[config.mk]
export PLATFORM = sky130hd
export DESIGN_NAME = wb_bram_arb
export DESIGN_NICKNAME = d
export VERILOG_FILES = /design/src/rtl/wb_bram_arb_pkg.sv /design/src/rtl/wb_arb_watchdog.sv /design/src/rtl/wb_bram_arb.sv
export SDC_FILE = /design/constraint.sdc
export NUM_CORES = 1
export LEC_CHECK = 0
export CELL_PAD_IN_SITES_DETAIL_PLACEMENT = 1
export CELL_PAD_IN_SITES_GLOBAL_PLACEMENT = 1
export CORE_ASPECT_RATIO = 1.1
export CORE_MARGIN = 1
export CORE_UTILIZATION = 12
export DETAILED_ROUTE_END_ITERATION = 8
export GPL_ROUTABILITY_DRIVEN = 0
export HOLD_SLACK_MARGIN = 0.02
export PLACE_DENSITY_LB_ADDON = 0.05
export RECOVER_POWER = 50
export SLEW_MARGIN = 30
export SYNTH_ARGS = -nofsm -noshare
export SYNTH_HDL_FRONTEND = slang
export SYNTH_SLANG_ARGS = --single-unit
[constraint.sdc]
create_clock -name clk_i -period 1.57 [get_ports clk_i]
set_input_delay 0.2355 -clock clk_i [delete_from_list [all_inputs] [get_ports clk_i]]
set_output_delay 0.2355 -clock clk_i [all_outputs]
set_load 0.1 [all_outputs]
[src/rtl/wb_bram_arb_pkg.sv]
// Shared types and constants for the two-master Wishbone BRAM arbiter.
// Also read by the optional watchdog (WB_BRAM_ARB_TIMEOUT_EN).
package wb_bram_arb_pkg;

  typedef enum logic [1:0] {
    IDLE = 2'd0,
    GNT0 = 2'd1,
    GNT1 = 2'd2
  } arb_state_e;

  localparam logic M0 = 1'b0;
  localparam logic M1 = 1'b1;

  localparam int TIMEOUT_CYCLES_DEF = 16;

  function automatic arb_state_e gnt_of(input logic m);
    return (m == M1) ? GNT1 : GNT0;
  endfunction

endpackage

[src/rtl/wb_arb_watchdog.sv]
// Stalled-slave watchdog: counts un-acked strobe cycles and issues a one-cycle
// err pulse to the master that held the grant. Used only with WB_BRAM_ARB_TIMEOUT_EN.
module wb_arb_watchdog
  import wb_bram_arb_pkg::*;
#(
  parameter int TIMEOUT_CYCLES = TIMEOUT_CYCLES_DEF
) (
  input  logic clk_i,
  input  logic rst_n_i,
  input  logic idle_i,
  input  logic stb_i,
  input  logic ack_i,
  input  logic gnt_m_i,
  output logic fire_o,
  output logic err0_o,
  output logic err1_o
);

  localparam int TMO_W = $clog2(TIMEOUT_CYCLES);
  localparam logic [TMO_W-1:0] TMO_LAST = TMO_W'(TIMEOUT_CYCLES - 1);

  logic [TMO_W-1:0] tmo_q, tmo_d;
  logic             err_q, err_d;
  logic             err_m_q, err_m_d;

  // fire is combinational so the arbiter drops the grant on the same edge
  // that registers the err pulse; the pulse therefore lands in the IDLE cycle.
  assign fire_o = stb_i & ~ack_i & (tmo_q == TMO_LAST);

  always_comb begin
    tmo_d   = tmo_q;
    err_d   = fire_o;
    err_m_d = err_m_q;
    if (idle_i || ack_i || fire_o) begin
      tmo_d = '0;
    end else if (stb_i) begin
      tmo_d = tmo_q + 1'b1;
    end
    if (fire_o) begin
      err_m_d = gnt_m_i;
    end
  end

  always_ff @(posedge clk_i or negedge rst_n_i) begin
    if (!rst_n_i) begin
      tmo_q   <= '0;
      err_q   <= 1'b0;
      err_m_q <= M0;
    end else begin
      tmo_q   <= tmo_d;
      err_q   <= err_d;
      err_m_q <= err_m_d;
    end
  end

  assign err0_o = err_q & (err_m_q == M0);
  assign err1_o = err_q & (err_m_q == M1);

endmodule

[src/rtl/wb_bram_arb.sv]
// Round-robin, cyc-locked arbiter sharing one Wishbone BRAM slave between two
// masters. Optional stall watchdog enabled by defining WB_BRAM_ARB_TIMEOUT_EN.
module wb_bram_arb
  import wb_bram_arb_pkg::*;
#(
  parameter int ADR_W          = 32,
  parameter int TIMEOUT_CYCLES = TIMEOUT_CYCLES_DEF
) (
  input  logic             clk_i,
  input  logic             rst_n_i,
  input  logic             m0_cyc_i,
  input  logic             m0_stb_i,
  input  logic             m0_we_i,
  input  logic [ADR_W-1:0] m0_adr_i,
  input  logic [31:0]      m0_dat_i,
  input  logic [3:0]       m0_sel_i,
  output logic [31:0]      m0_dat_o,
  output logic             m0_ack_o,
  output logic             m0_err_o,
  input  logic             m1_cyc_i,
  input  logic             m1_stb_i,
  input  logic             m1_we_i,
  input  logic [ADR_W-1:0] m1_adr_i,
  input  logic [31:0]      m1_dat_i,
  input  logic [3:0]       m1_sel_i,
  output logic [31:0]      m1_dat_o,
  output logic             m1_ack_o,
  output logic             m1_err_o,
  output logic             s_cyc_o,
  output logic             s_stb_o,
  output logic             s_we_o,
  output logic [ADR_W-1:0] s_adr_o,
  output logic [31:0]      s_dat_o,
  output logic [3:0]       s_sel_o,
  input  logic [31:0]      s_dat_i,
  input  logic             s_ack_i
);

  // Handshake: a master requests with cyc&stb; each transfer completes on the
  // cycle ack is high with stb still high. Grant is held while the granted cyc
  // stays high, so a master may stream back-to-back strobes without stalls.

  if (TIMEOUT_CYCLES < 2) begin : g_bad_timeout
    $error("wb_bram_arb: TIMEOUT_CYCLES must be at least 2");
  end

  arb_state_e state_q, state_d;
  logic       prio_q, prio_d;
  logic       req0, req1;
  logic       tmo_fire;

  assign req0 = m0_cyc_i & m0_stb_i;
  assign req1 = m1_cyc_i & m1_stb_i;

  always_ff @(posedge clk_i or negedge rst_n_i) begin
    if (!rst_n_i) begin
      state_q <= IDLE;
      prio_q  <= M0;
    end else begin
      state_q <= state_d;
      prio_q  <= prio_d;
    end
  end

  always_comb begin
    state_d = state_q;
    prio_d  = prio_q;
    case (state_q)
      IDLE: begin
        if (req0 && req1) begin
          state_d = gnt_of(prio_q);
        end else if (req0) begin
          state_d = GNT0;
        end else if (req1) begin
          state_d = GNT1;
        end
      end
      GNT0: begin
        if (tmo_fire) begin
          state_d = IDLE;
          prio_d  = M1;
        end else if (!m0_cyc_i) begin
          state_d = req1 ? GNT1 : IDLE;
          prio_d  = M1;
        end
      end
      GNT1: begin
        if (tmo_fire) begin
          state_d = IDLE;
          prio_d  = M0;
        end else if (!m1_cyc_i) begin
          state_d = req0 ? GNT0 : IDLE;
          prio_d  = M0;
        end
      end
      default: begin
        state_d = IDLE;
      end
    endcase
  end

  always_comb begin
    s_cyc_o = 1'b0;
    s_stb_o = 1'b0;
    s_we_o  = 1'b0;
    s_adr_o = '0;
    s_dat_o = '0;
    s_sel_o = '0;
    case (state_q)
      GNT0: begin
        s_cyc_o = m0_cyc_i;
        s_stb_o = m0_stb_i;
        s_we_o  = m0_we_i;
        s_adr_o = m0_adr_i;
        s_dat_o = m0_dat_i;
        s_sel_o = m0_sel_i;
      end
      GNT1: begin
        s_cyc_o = m1_cyc_i;
        s_stb_o = m1_stb_i;
        s_we_o  = m1_we_i;
        s_adr_o = m1_adr_i;
        s_dat_o = m1_dat_i;
        s_sel_o = m1_sel_i;
      end
      default: begin
      end
    endcase
  end

  // Read data is broadcast; only the granted master ever sees ack.
  assign m0_dat_o = s_dat_i;
  assign m1_dat_o = s_dat_i;
  assign m0_ack_o = s_ack_i & s_stb_o & (state_q == GNT0);
  assign m1_ack_o = s_ack_i & s_stb_o & (state_q == GNT1);

`ifdef WB_BRAM_ARB_TIMEOUT_EN
  wb_arb_watchdog #(
    .TIMEOUT_CYCLES(TIMEOUT_CYCLES)
  ) u_watchdog (
    .clk_i  (clk_i),
    .rst_n_i(rst_n_i),
    .idle_i (state_q == IDLE),
    .stb_i  (s_stb_o),
    .ack_i  (s_ack_i),
    .gnt_m_i((state_q == GNT1) ? M1 : M0),
    .fire_o (tmo_fire),
    .err0_o (m0_err_o),
    .err1_o (m1_err_o)
  );
`else
  assign tmo_fire = 1'b0;
  assign m0_err_o = 1'b0;
  assign m1_err_o = 1'b0;
`endif

endmodule
# --- Yosys cells after proc, flatten, opt, wreduce, memory -nomap -nowiden ---
# Cells that the tools add are included.
totals:
  ff_bits: 3
  output_inout_bits: 139
  word_cells: 35
op_classes:
  eq_ne: 5
  muxes: 18
  bitwise_logic: 5
  reduce_logical: 5
ops:
  columns: ["cell", "count"]
  rows:
  - ["one-hot mux 32 bit (2 select lines)", 2]
  - ["2-to-1 mux 2 bit", 7]
  - ["one-hot mux 1 bit (2 select lines)", 4]
  - ["one-hot mux 4 bit (2 select lines)", 1]
  - ["one-hot mux 2 bit (3 select lines)", 1]
  - ["AND reduction 3 bit", 2]
  - ["bitwise AND 1 bit", 5]
  - ["!= test 2 bit, second input constant", 2]
  - ["!= test 4 bit, second input constant", 1]
  - ["2-to-1 mux 1 bit", 3]
  - ["== test 2 x 1 -> 1 bit, second input constant", 1]
  - ["== test 2 bit, second input constant", 1]
  - ["zero test 2 bit", 1]
  - ["nonzero test 2 bit", 1]
  - ["logical AND 1 bit", 1]

# --- Longest topological paths before layout ---
# Gate-level depths: netlist of the first run.
depth:
  word_depth: 5
  depth_mapped: 6

# --- Least setup slack after synthesis of the first run ---
# No wires, ideal clock.
synth_path:
  path_kind: "register to output"
  startpoint: "register state_q[0]"
  endpoint: "output port m0_ack_o"
  arrival_ps: 3181
  required_time_ps: 1334
  path_slack_ps: -1847
  stages_incl_launch_ff: 5
  path_buffers: 0
  cell_sequence: "dfrtp_1 -> inv_1 -> ha_1 -> nor2b_1 -> and3_1"
synth_between:
  elab_chain_len: 4
synth_rtl:
  columns: ["item", "line", "rtl"]
  rows:
  - ["start, declared", "wb_bram_arb.sv:47", "arb_state_e state_q, state_d;"]
  - ["start signal, assigned", "wb_bram_arb.sv:60", "state_q <= state_d;"]
  - ["== test 2 bit / == test 2 x 1 -> 1 bit (equally long branches)", "wb_bram_arb.sv:109", "case (state_q)"]
  - ["one-hot mux 1 bit (2 select lines) (*)", "wb_bram_arb.sv:109", null]
  - ["via s_stb_o", "wb_bram_arb.sv:30", "output logic s_stb_o,"]
  - ["bitwise AND 1 bit (*) (2 in a row)", "wb_bram_arb.sv:134", "assign m0_ack_o = s_ack_i & s_stb_o & (state_q == GNT0);"]
  - ["end, declared", "wb_bram_arb.sv:18", "output logic m0_ack_o,"]
# The timed path passes the listed nets; every way through them passes the cells marked *.

# --- Worst setup path in the final report of the first run ---
layout_path:
  startpoint: "register state_q[0]"
  endpoint: "output port s_cyc_o"
layout_between:
  elab_chain_len: 2
layout_rtl:
  columns: ["item", "line", "rtl"]
  rows:
  - ["== test 2 bit / == test 2 x 1 -> 1 bit (equally long branches)", "wb_bram_arb.sv:109", null]
  - ["one-hot mux 1 bit (2 select lines) (*)", "wb_bram_arb.sv:109", null]
  - ["end, declared", "wb_bram_arb.sv:29", "output logic s_cyc_o,"]
# Every way passes the cells marked *; elsewhere a longest branch is shown, timed or not.

==> results of run 1 <==
## layer usage
layer	part of all wire [%]	up-vias
met1	35	1248
met2	57	124
met3	6.9	21
met4	1.9	0
li1	-	1204
met5	0	-
## cells in the mapped netlist
| master | number |
|---|---|
| a22oi_1 | 70 |
| a31oi_1 | 1 |
| buf_4 | 66 |
| nand3_1 | 3 |
| nor2b_1 | 71 |
| a21oi_1 | 2 |
| and3_1 | 2 |
| o21bai_1 | 1 |
| dfrtp_1 | 3 |
| buf_2 | 16 |
| a21bo_2 | 1 |
| conb_1 | 1 |
| or3_1 | 1 |
| and2_2 | 2 |
| clkbuf_1 | 7 |
| a22o_1 | 1 |
| a211oi_1 | 1 |
| o21ai_0 | 2 |
| ha_1 | 5 |
| nand2_1 | 2 |
| a2111o_1 | 1 |
| inv_1 | 2 |
| o22ai_1 | 1 |
| nor3b_1 | 1 |
## metrics by stage
stage / cell area, um^2 / setup slack, ns / power, uW / hold WS, ns
finish: 5750 / -0.411 / 13000 / 0.263
global route: 5750 / -0.470 / 13500 / 0.267
CTS: 5260 / -0.391 / 12100 / 0.196
detailed placement: 5030 / -0.184 / 11200 / 0.434
global placement: 5030 / -0.169 / 11100 / 0.433
floorplan: 2310 / -0.874 / 8130 / -0.0601
## power by group through the flow
stage / Combinational, uW / Sequential (uW) / Clock [uW]
finish: 12400 / 168 / 414
floorplan: 7980 / 148 / 0
global placement: 11000 / 157 / 0
detailed placement: 11000 / 159 / 0
CTS: 11500 / 159 / 422
global route: 12900 / 175 / 425
## worst paths after layout
path	cells past startpoint	from	slack (ns)	to
setup / recovery	6	state_q[0]	-0.41	s_cyc_o
hold / removal	1	rst_n_i	0.26	prio_q
setup reg to reg	7	state_q[0]	-0.25	state_q[1]
hold reg to reg	2	prio_q	0.64	prio_q
max in group asynchronous	1	rst_n_i	1.14	state_q[1]
min in group clk_i	0	s_dat_i[21]	0.47	m1_dat_o[21]
## cell families (layout without fill, tap and decap cells)
kind of cell | Yosys count | after routing | share of synthesized area (%)
AOI/OAI and AO/OA | 81 | 81 | 32.4
adders and majority gates | 5 | 5 | 3.36
buffers and inverters | 91 | 260 | 32.7
DFF | 3 | 3 | 4.03
other | 1 | 2 | 0.201
and+or+nand+nor | 82 | 82 | 27.3
## timing repair
item                                    CTS  global route
gates cloned                              1             8
endpoints found under the hold margin     0             0
setup buffers                             2             4
resized for setup                        21            59
hold buffers                              0             0
pin swaps                                 3             2
endpoints found under the setup margin   75            76
## registers in the layout (all words and copies together), names as in the netlist
register / count
prio_q: 1
state_q: 2
## final cells by class
class | instances | share of cell area (%)
Clock buffer | 4 | 1.37
Inverter | 2 | 0.174
Multi-Input combinational cell | 170 | 33.4
Sequential cell | 3 | 1.33
Tap cell | 196 | 4.27
Timing Repair Buffer | 254 | 59.4
==> out/metrics.cfg, run 1 <==
[yosys]
syn_inst=263
avgSynthCellArea_um2=7.08
synthTopCellsByArea=a22oi_1, buf_4, nor2b_1
yosys.area.top_type=a22oi_1
yosysTopAreaCellShare_pct=28.2
yosysSeqAreaShare_pct=4.03
syn_area_um2=1860
ys.warnings.count=0
synth-seq-cells=3
ys_types=24

[global_routing]
grt_pass1_wl_um=16500
antenna_found_initial=0
grt.busiest_layer=met2
gr-usage-met3_pct=2.54
grt_pass1_vias=2768
gr-usage-met2_pct=26.7
grt_use_total_pct=13.4
grt_max_degree=37
use_met1_pct=13.6
grt-ovfl-total=0

[sta]
finClkSkew_ns=0.00137
rsz0062_at_grt=yes
fin_crit_sh_pct=126
hold_viol_final=0
fmaxAchievable_ghz=0.505
setup_viol=75
tns_ns=-25.93
finalCriticalPeriod_ns=1.98
report.final.slew_viol_count=0
postLayoutSetupSlackWorst_ns=-0.411

[clock_network]
cts_tree=done
cts_buffer_depth=2
path_clk_slew_ns=0.03
htreeDepth=1
clk_latency_ns=0.23
clkSinkCount=3
root_buffer=clkbuf_16
cts_inserted_buffers=3

[power_and_ir_drop]
p_switching_uw=7090
p_leak_uw=0.00201
seq_power_share_pct=1.3
power_frac_clock_pct=3.2
pwr-share-comb_pct=95.5
p_sw_share_pct=54.4
ir_worst_vdd_mv=0.703
intPower_uw=5930
power_density_nw_per_um2=2270

[setup_path]
arrival_ns=1.75
crit_path_max_fanout=11
path_delay_family=buffers and inverters
cp_slowest_cell=dfrtp_1
slowest_delay_ns=0.39
critPathLaunchType=flop
path_class=flop to primary output
required_ns=1.33
cp_cell_sequence=buf_4, ha_4, buf_12, a22o_4, and2_4, buf_12
crit_buf_inv=3
end_kind=primary output
crit_top_cell=buf_12

[die]
die_x_um=121
core_area_um2=15100
io-pin-count=316
die_h_um=133
initial_core_util_pct=12.3
dieArea_um2=16000
num_rows=47

[cells_and_area]
layout.nets=616
seqCellArea_um2=76.3
drive_gt1_share_pct=55.0
final_common_cell=clkdlybuf4s50_1
area_delta_synth_final_pct=209
multi_input_area_um2=1920
post-route-util_pct=38.0
fin_cells=629
fillers=1606
diodes=0
layout_common_cells=clkdlybuf4s50_1, buf_12, nor2b_4, a22oi_2, a22oi_1

[run_status]
status=finished, violations left
violations=setup timing

[routing]
wirelength_um=12300
viasPerCell=4.13
dr.pass1.iters=4
drt_iter0_drc=37
ant_nets=0
drc=0
wl_per_cell_um=19.5
dr_total_vias=2597

[min_path]
hold_class=input port to async pin

[flow_run]
drv_cap=0

[placement]
port-buffer-count=217
dp.cells=610
dp_hpwl_um=8740

Power figures use the tool's default switching activity.
==> run 2, diff against run 1 <==
--- a/config.mk
+++ b/config.mk
@@ -15,6 +15,7 @@
 export HOLD_SLACK_MARGIN = 0.02
 export PLACE_DENSITY_LB_ADDON = 0.05
 export RECOVER_POWER = 50
+export SETUP_SLACK_MARGIN = 0.3
 export SLEW_MARGIN = 30
 export SYNTH_ARGS = -nofsm -noshare
 export SYNTH_HDL_FRONTEND = slang
==> run 2 against run 1 <==
The run still ends with setup timing left. Critical endpoint is now s_adr_o[13]. Largest cell class unchanged. Utilization rose by 1.9 points. Critical path type unchanged. Sequential power barely moved. Sequential share of layout area fell by 0.062 points. Maximum frequency rose by 1.2%. Design area rose by 4.9%. Global-route usage fell by 0.10 points.
==> out/metrics.cfg, run 2 (synthesis results as in run 1) <==
[global_routing]
grt-ovfl-total=0  ; unchanged
grt_max_degree=30  ; -19%
grt_use_total_pct=13.3  ; -0.10 points
grt_pass1_vias=2823  ; +2.0%
grt_pass1_wl_um=16600  ; +0.80%
antenna_found_initial=0  ; unchanged

[die]
io-pin-count=316  ; unchanged
core_area_um2=15100  ; unchanged
die_x_um=121  ; unchanged
die_h_um=133  ; unchanged
initial_core_util_pct=12.3  ; unchanged
dieArea_um2=16000  ; unchanged
num_rows=47  ; unchanged

[sta]
finClkSkew_ns=0.00428  ; +0.00291 ns
hold_viol_final=0  ; unchanged
tns_ns=-26.26  ; -0.330 ns
report.final.slew_viol_count=0  ; unchanged
fmaxAchievable_ghz=0.511  ; +1.2%
finalCriticalPeriod_ns=1.96  ; -0.0232 ns
setup_viol=75  ; unchanged
postLayoutSetupSlackWorst_ns=-0.387  ; +0.0232 ns
rsz0062_at_grt=yes
fin_crit_sh_pct=125  ; -1.5 points

[min_path]
hold_class=input port to async pin

[cells_and_area]
reg_top3=state_q x2, prio_q x1
diodes=0  ; unchanged
drive_gt1_share_pct=62.9  ; +8.0 points
layout_common_cells=clkdlybuf4s50_1, buf_12, a22oi_2, nor2b_4, nor2b_2
fin_cells=641  ; +1.9%
layout.nets=628  ; +1.9%
area_delta_synth_final_pct=224
largest_reg_flops=2  ; unchanged
final_common_cell=clkdlybuf4s50_1
top_register=state_q

[routing]
viasPerCell=4.14  ; +0.21%
drt_iter0_drc=34  ; -8.1%
dr.pass1.iters=4  ; unchanged
dr_total_vias=2652  ; +2.1%
drc=0  ; unchanged
wl_per_cell_um=19.4  ; -0.49%
wirelength_um=12400  ; +1.4%
ant_nets=0  ; unchanged

[setup_path]
required_ns=1.33  ; about the same
cp_slowest_cell=dfrtp_2
crit_top_cell=buf_12
cp-startpoint=state_q[1]
path_class=flop to primary output
critPathLaunchType=flop
arrival_ns=1.72  ; -0.03 ns
reg2reg_to=state_q[0]
slowest_delay_ns=0.43  ; +0.04 ns
cp.depth=7  ; +1
path_delay_family=buffers and inverters
r2r_cells=7  ; unchanged
end_kind=primary output
cp_cell_sequence=buf_12, ha_4, buf_6, clkbuf_16, a22oi_2, nor2b_4, buf_12
crit_path_max_fanout=7  ; -4
reg2reg_from=state_q[0]
crit_buf_inv=4  ; +1
endpoint=s_adr_o[13]
rrSetupSlack_ns=-0.24  ; about the same

[placement]
dp_hpwl_um=8660  ; -0.94%
dp.cells=611  ; +0.16%
port-buffer-count=217  ; unchanged

[clock_network]
clk_latency_ns=0.23  ; about the same
cts_inserted_buffers=3  ; unchanged
cts_tree=done
path_clk_slew_ns=0.03  ; about the same
postCtsHoldBufs=0  ; unchanged
htreeDepth=1  ; unchanged
cts_buffer_depth=2  ; unchanged
root_buffer=clkbuf_16
clkSinkCount=3  ; unchanged

[power_and_ir_drop]
intPower_uw=6300  ; +6.3%
p_leak_uw=0.00209  ; +3.5%
seq_power_share_pct=1.2  ; about the same
power_frac_clock_pct=3.0  ; -0.2 points
ir_worst_vdd_mv=0.925  ; +31%
p_sw_share_pct=53.5  ; -0.97 points
pwr-share-comb_pct=95.8  ; +0.3 points
p_switching_uw=7240  ; +2.2%
power_density_nw_per_um2=2250  ; -0.85%

[run_status]
violations=setup timing
status=finished, violations left

[flow_run]
drv_cap=0  ; unchanged

## run 2: metrics by stage
stage | power [uW] | setup slack [ns] | utilization [%] | hold slack, ns | area, um^2
after global placement | 11100 | -0.219 | 33.2 | 0.437 | 5020
after floorplan | 8130 | -0.874 | - | -0.0601 | 2310
final | 13500 | -0.387 | 39.9 | 0.265 | 6030
after CTS | 12500 | -0.399 | 36.3 | 0.197 | 5490
after global routing | 14100 | -0.452 | 39.9 | 0.281 | 6030
after detailed placement | 11200 | -0.232 | 33.2 | 0.438 | 5020
## run 2: timing repair
item,4_1_cts,5_1_grt
gates cloned,3,10
endpoints found under the setup margin,76,76
resized for setup,51,58
pin swaps,3,33
buffers inserted,6,7
## run 2: worst min path at each step
| stage | from | to |
|---|---|---|
| after floorplan | rst_n_i | prio_q |
| after global placement | rst_n_i | prio_q |
| after detailed placement | rst_n_i | state_q[0] |
| after CTS | rst_n_i | state_q[0] |
| after global routing | rst_n_i | state_q[0] |
| final | rst_n_i | state_q[0] |
## run 2: power by group through the flow
| stage | Combinational (uW) | Sequential [uW] | Clock (uW) |
|---|---|---|---|
| after global placement | 11000 | 157 | 0 |
| final | 13000 | 169 | 406 |
| after floorplan | 7980 | 148 | 0 |
| after CTS | 11900 | 172 | 417 |
| after detailed placement | 11000 | 158 | 0 |
| after global routing | 13500 | 176 | 424 |
## run 2: area by class of cell
class / count / area, um^2
flip-flops and latches: 3 / 76.3
multi-input cells: 170 / 2000
clock buffers: 4 / 78.8
well taps: 196 / 245
repair buffers: 266 / 3610
fillers: 1599 / 9080
inverters: 2 / 10.0
## run 2: metal layers
metal | GRT usage, % | wire, um
met2 | 26.0 | 7090
met1 | 14.4 | 4350
met3 | 2.93 | 819
met4 | 2.47 | 176
met5 | 0 | 0
## run 2: worst reg2reg max path, stage by stage, from the launching register on
cell and delay [ns]:
dfrtp_1 0.40, buf_6 0.13, ha_4 0.19, buf_12 0.16, a22o_1 0.23, buf_4 0.14
or3_4 0.36, o22ai_2 0.12
==> variant 1, RTL diff (settings of run 1) <==
The 3 states of `arb_state_e` get a one-hot encoding in 3 bits.
--- a/src/rtl/wb_bram_arb_pkg.sv
+++ b/src/rtl/wb_bram_arb_pkg.sv
@@ -4,6 +4,6 @@
 
-  typedef enum logic [1:0] {
-    IDLE = 2'd0,
-    GNT0 = 2'd1,
-    GNT1 = 2'd2
+  typedef enum logic [2:0] {
+    IDLE = 3'b001,
+    GNT0 = 3'b010,
+    GNT1 = 3'b100
   } arb_state_e;
Formal check against the unedited RTL: same outputs for any inputs over 10 cycles, from zero or initial values and one cycle with rst_n_i low; not proved beyond that.
==> variant 1 against run 1 <==
The run still ends with negative setup slack left; maximum frequency is 5.9% higher; design area shrank 10%; worst hold slack improved by 24 ps; sequential cell count increased by 1; cell count is 19% lower; setup slack gained 110 ps; critical path depth decreased by 1; routed wire length is 16% lower; area after synthesis decreased by 18%; critical endpoint is now s_sel_o[0].
Power is not compared: it rests on default switching activity, and its combinational part moved more than twofold at a synthesized area within 25%.
==> variant 1: results <==
[worst_setup_path]
r2r-end = "state_q[1]"
rr_worst_depth = 5
r2r_start = "state_q[2]"
timing.critical_path.fanout_max = 5
endpoint = "s_sel_o[0]"
critical-path-slowest-cell = "sky130_fd_sc_hd__dfrtp_2"
critPathMaxStageDelay_ps = 430
cp_arrival_ps = 1640
ff2ff_setup_slack_ps = 80

[final_layout]
reg_top3 = "state_q: 3 flops, prio_q: 1 flops"
fin_nets = 535
layout-drive-gt1-share_pct = 52.1
filler_cell_count = 1308

[routing]
drt_first_iter_violations = 40
routed_wire_length_per_instance_um = 20.1
detail_route.vias_per_cell = 4.10
number_of_vias_in_the_routed_layout = 2096

[global_route]
grt_pass1_vias = 2246
grt_first_pass_wirelength_um = 14500
grt_start_max_net_pins = 23
grt_use_total_pct = 14.4

[sta]
finalWorstSetupSlack_ps = -301
timing.clock.skew_ps = 6.93
timing.hold.ws_ps = 287
setup_violations = 73

[status]
violations_in_the_final_reports = "negative setup slack"
run_status = "finished with violations"

[logic_synthesis]
synth.top_cells.by_count = "sky130_fd_sc_hd__a22o_1, sky130_fd_sc_hd__buf_4, sky130_fd_sc_hd__buf_2"
yosysSeqAreaShare_pct = 6.60
yosys.area.top_type_share_pct = 39.9
synthesis.instances = 185
ys_types = 29

[placement]
place_hpwl_um = 8540
place_inst = 500
place_area_mm2 = 0.00493

[clocking]
cts-root-to-sink-buffers = 2
htree_levels = 1
clkSlewWorstSetupHoldPaths_ps = 40

[power]
peakVddDrop_v = 0.000726
-- variant 1: cell types whose count changed after synthesis, sizes merged, moves of 3 or more --
cell	delta
nor2b	-71
a22o	+69
a22oi	-69
clkbuf	-7
ha	-5
nand3	-3
-- variant 1: layer usage --
metal	wire, um	vias to the layer above	GRT usage (%)
met5	0	-	0
met3	1150	10	3.56
met4	53	0	2.00
met2	5160	122	25.7
li1	-	984	-
met1	3890	980	17.5
-- variant 1: cell type report --
type / instances / area [um^2] / area share [%]
repair buffers: 248 / 3320 / 64.4
multi-input cells: 97 / 1440 / 28.0
well taps: 154 / 193 / 3.74
flip-flops and latches: 4 / 103 / 1.99
clock buffers: 4 / 78.8 / 1.53
inverters: 4 / 18.8 / 0.364
-- variant 1: through the flow --
stage,worst slack (ps),setup TNS (ps),power [W]
global route,-364,-23810,0.00561
finish,-301,-19300,0.00544
CTS,-320,-21430,0.00542
global placement,-149,-5270,0.00495
detailed placement,-182,-6810,0.00496
floorplan,-183,-283,0.00384
-- variant 1: kinds of logic after synthesis --
| kind of cell | after synthesis | share of synthesized area [%] |
|---|---|---|
| buffers and inverters | 85 | 40.7 |
| AOI/OAI and AO/OA | 80 | 45.4 |
| and+or+nand+nor | 14 | 6.44 |
| DFF | 4 | 6.60 |
| xor gates and xnor gates | 1 | 0.571 |
| other | 1 | 0.244 |
-- variant 1: repair_timing --
action | 4_1_cts | 5_1_grt
setup buffers | 3 | 3
gates cloned | 0 | 2
gates resized for setup | 10 | 3
setup endpoints to repair | 73 | 74
pin swaps | 18 | 25
hold endpoints to repair | 0 | 0
==> variant 2, RTL diff (settings of run 1) <==
Made on the original files. `ADR_W`: 32 -> 64.
--- a/src/rtl/wb_bram_arb.sv
+++ b/src/rtl/wb_bram_arb.sv
@@ -5,3 +5,3 @@
 #(
-  parameter int ADR_W          = 32,
+  parameter int ADR_W          = 64,
   parameter int TIMEOUT_CYCLES = TIMEOUT_CYCLES_DEF
Interface: changed (resized m0_adr_i, m1_adr_i and s_adr_o); port bits go from 316 to 412. No check against the original RTL was run, so the function may have changed too.
==> variant 2 against run 1 <==
The run still ends with negative setup slack left; critical path depth increased by 2; setup slack gained 2.4 ps; design area rose by 44%; routed wire length rose by 33%; sequential cell count is the same; area after synthesis increased by 26%; power up 50%; via count grew 41%; clock power is 4% lower; critical path type unchanged; critical endpoint is now s_sel_o[1]; largest power group unchanged.
==> variant 2: results <==
[status]
run_status = "finished with violations"
violations_in_the_final_reports = "negative setup slack"

[logic_synthesis]
synth.top_cells.by_count = "sky130_fd_sc_hd__nor2b_1, sky130_fd_sc_hd__a22oi_1, sky130_fd_sc_hd__buf_4"
dominantRegCellSynth = "sky130_fd_sc_hd__dfrtp_1"
yosysSeqAreaShare_pct = 3.19
area_contributors_post_synth = "sky130_fd_sc_hd__a22oi_1, sky130_fd_sc_hd__nor2b_1, sky130_fd_sc_hd__buf_4, sky130_fd_sc_hd__clkbuf_1, sky130_fd_sc_hd__dfrtp_1"
synthArstFlopShare_pct = 100
ys_types = 25

[global_route]
grt_first_pass_wirelength_um = 22300
grt_start_max_net_pins = 32
initial_antenna_violation_count = 0
grt_pass1_vias = 4088
grt_use_total_pct = 14.3

[worst_setup_path]
critical-path-slowest-cell = "sky130_fd_sc_hd__dfrtp_1"
critPathMaxStageDelay_ps = 350
timing.critical_path.fanout_max = 7

[sta]
finalWorstSetupSlack_ps = -408
setup_tns_ps = -39340
setup_violations = 107
timing.clock.skew_ps = 0.333

[routing]
finalWirelength_um = 16300
drt_pre_antenna_iters = 4
detail_route.vias_per_cell = 4.27
drt_first_iter_violations = 62

[clocking]
cts_made_buffers = 3
cts-root-to-sink-buffers = 2

[final_layout]
filler_cell_count = 1960
fin_nets = 859
layout-drive-gt1-share_pct = 57.7
reg_top3 = "state_q: 2 flops, prio_q: 1 flops"
n_antenna_cell = 0

[power]
peakVddDrop_v = 0.00111
total_leakage_power_nw = 2.90

[placement]
setup_slack_at_placement_ps = -294
place_hpwl_um = 12800
portBuffers = 313
-- variant 2: per-stage QoR --
step | instance area, um^2 | total power (W) | util, % | std cells
2_1_floorplan | 3460 | 0.0125 | - | 340
3_3_place_gp | 7550 | 0.0171 | 39.4 | 833
3_5_place_dp | 7550 | 0.0172 | 39.4 | 833
4_1_cts | 7870 | 0.0184 | 41.1 | 845
5_1_grt | 8280 | 0.0203 | 43.2 | 859
6_report | 8280 | 0.0196 | 43.2 | 859
-- variant 2: timing repair --
item / in CTS / in global routing
gates cloned: 1 / 7
hold buffers: 0 / 0
pin swaps: 5 / 9
gates resized for setup: 36 / 39
setup endpoints to repair: 107 / 108
buffers inserted: 7 / 7
-- variant 2: logic make-up (layout without fill, tap and decap cells) --
family / Yosys count / after routing / synth area share, %
buffers and inverters: 103 / 375 / 28.1
DFF: 3 / 3 / 3.19
adders and majority gates: 5 / 5 / 2.66
and+or+nand+nor: 114 / 114 / 30.0
AOI/OAI and AO/OA: 113 / 113 / 35.9
other: 1 / 2 / 0.159
-- variant 2: area by class of cell --
class | instances | area, um^2 | share of cell area [%]
flip-flops and latches | 3 | 75.1 | 0.907
clock buffers | 4 | 78.8 | 0.953
multi-input cells | 234 | 2830 | 34.2
well taps | 247 | 309 | 3.73
inverters | 2 | 7.51 | 0.0907
repair buffers | 369 | 4970 | 60.1
-- variant 2: worst reg2reg max path: cells and delay by family (launching register included) --
family | cells | cell delay [ps]
buf+inv | 2 | 330
simple gates | 1 | 360
fa+ha+maj | 1 | 200
flops | 1 | 380
compound gates | 2 | 370
-- variant 2: routing by layer --
| layer | vias up | part of all wire, % | track usage (%) |
|---|---|---|---|
| li1 | 1693 | - | - |
| met1 | 1756 | 34 | 13.9 |
| met2 | 207 | 57 | 29.6 |
| met3 | 13 | 8.8 | 4.83 |
| met4 | 0 | 0.61 | 1.12 |
| met5 | - | 0 | 0 |
-- variant 2: final timing paths --
kind / startpoint / to / slack, ps / depth (start not counted)
min reg2reg: prio_q / prio_q / 620 / 2
min in group clk_i: s_dat_i[14] / m0_dat_o[14] / 470 / 0
max in group asynchronous: rst_n_i / state_q[0] / 1130 / 1
max: state_q[0] / s_sel_o[1] / -410 / 8
min: rst_n_i / prio_q / 280 / 1
max reg2reg: state_q[0] / state_q[0] / -150 / 6
-- variant 2: power breakdown --
group	internal [W]	switching (W)
Combinational	0.00871	0.0103
Clock	0.000335	0.0000639
Sequential	0.000115	0.0000402
Total	0.00916	0.0104
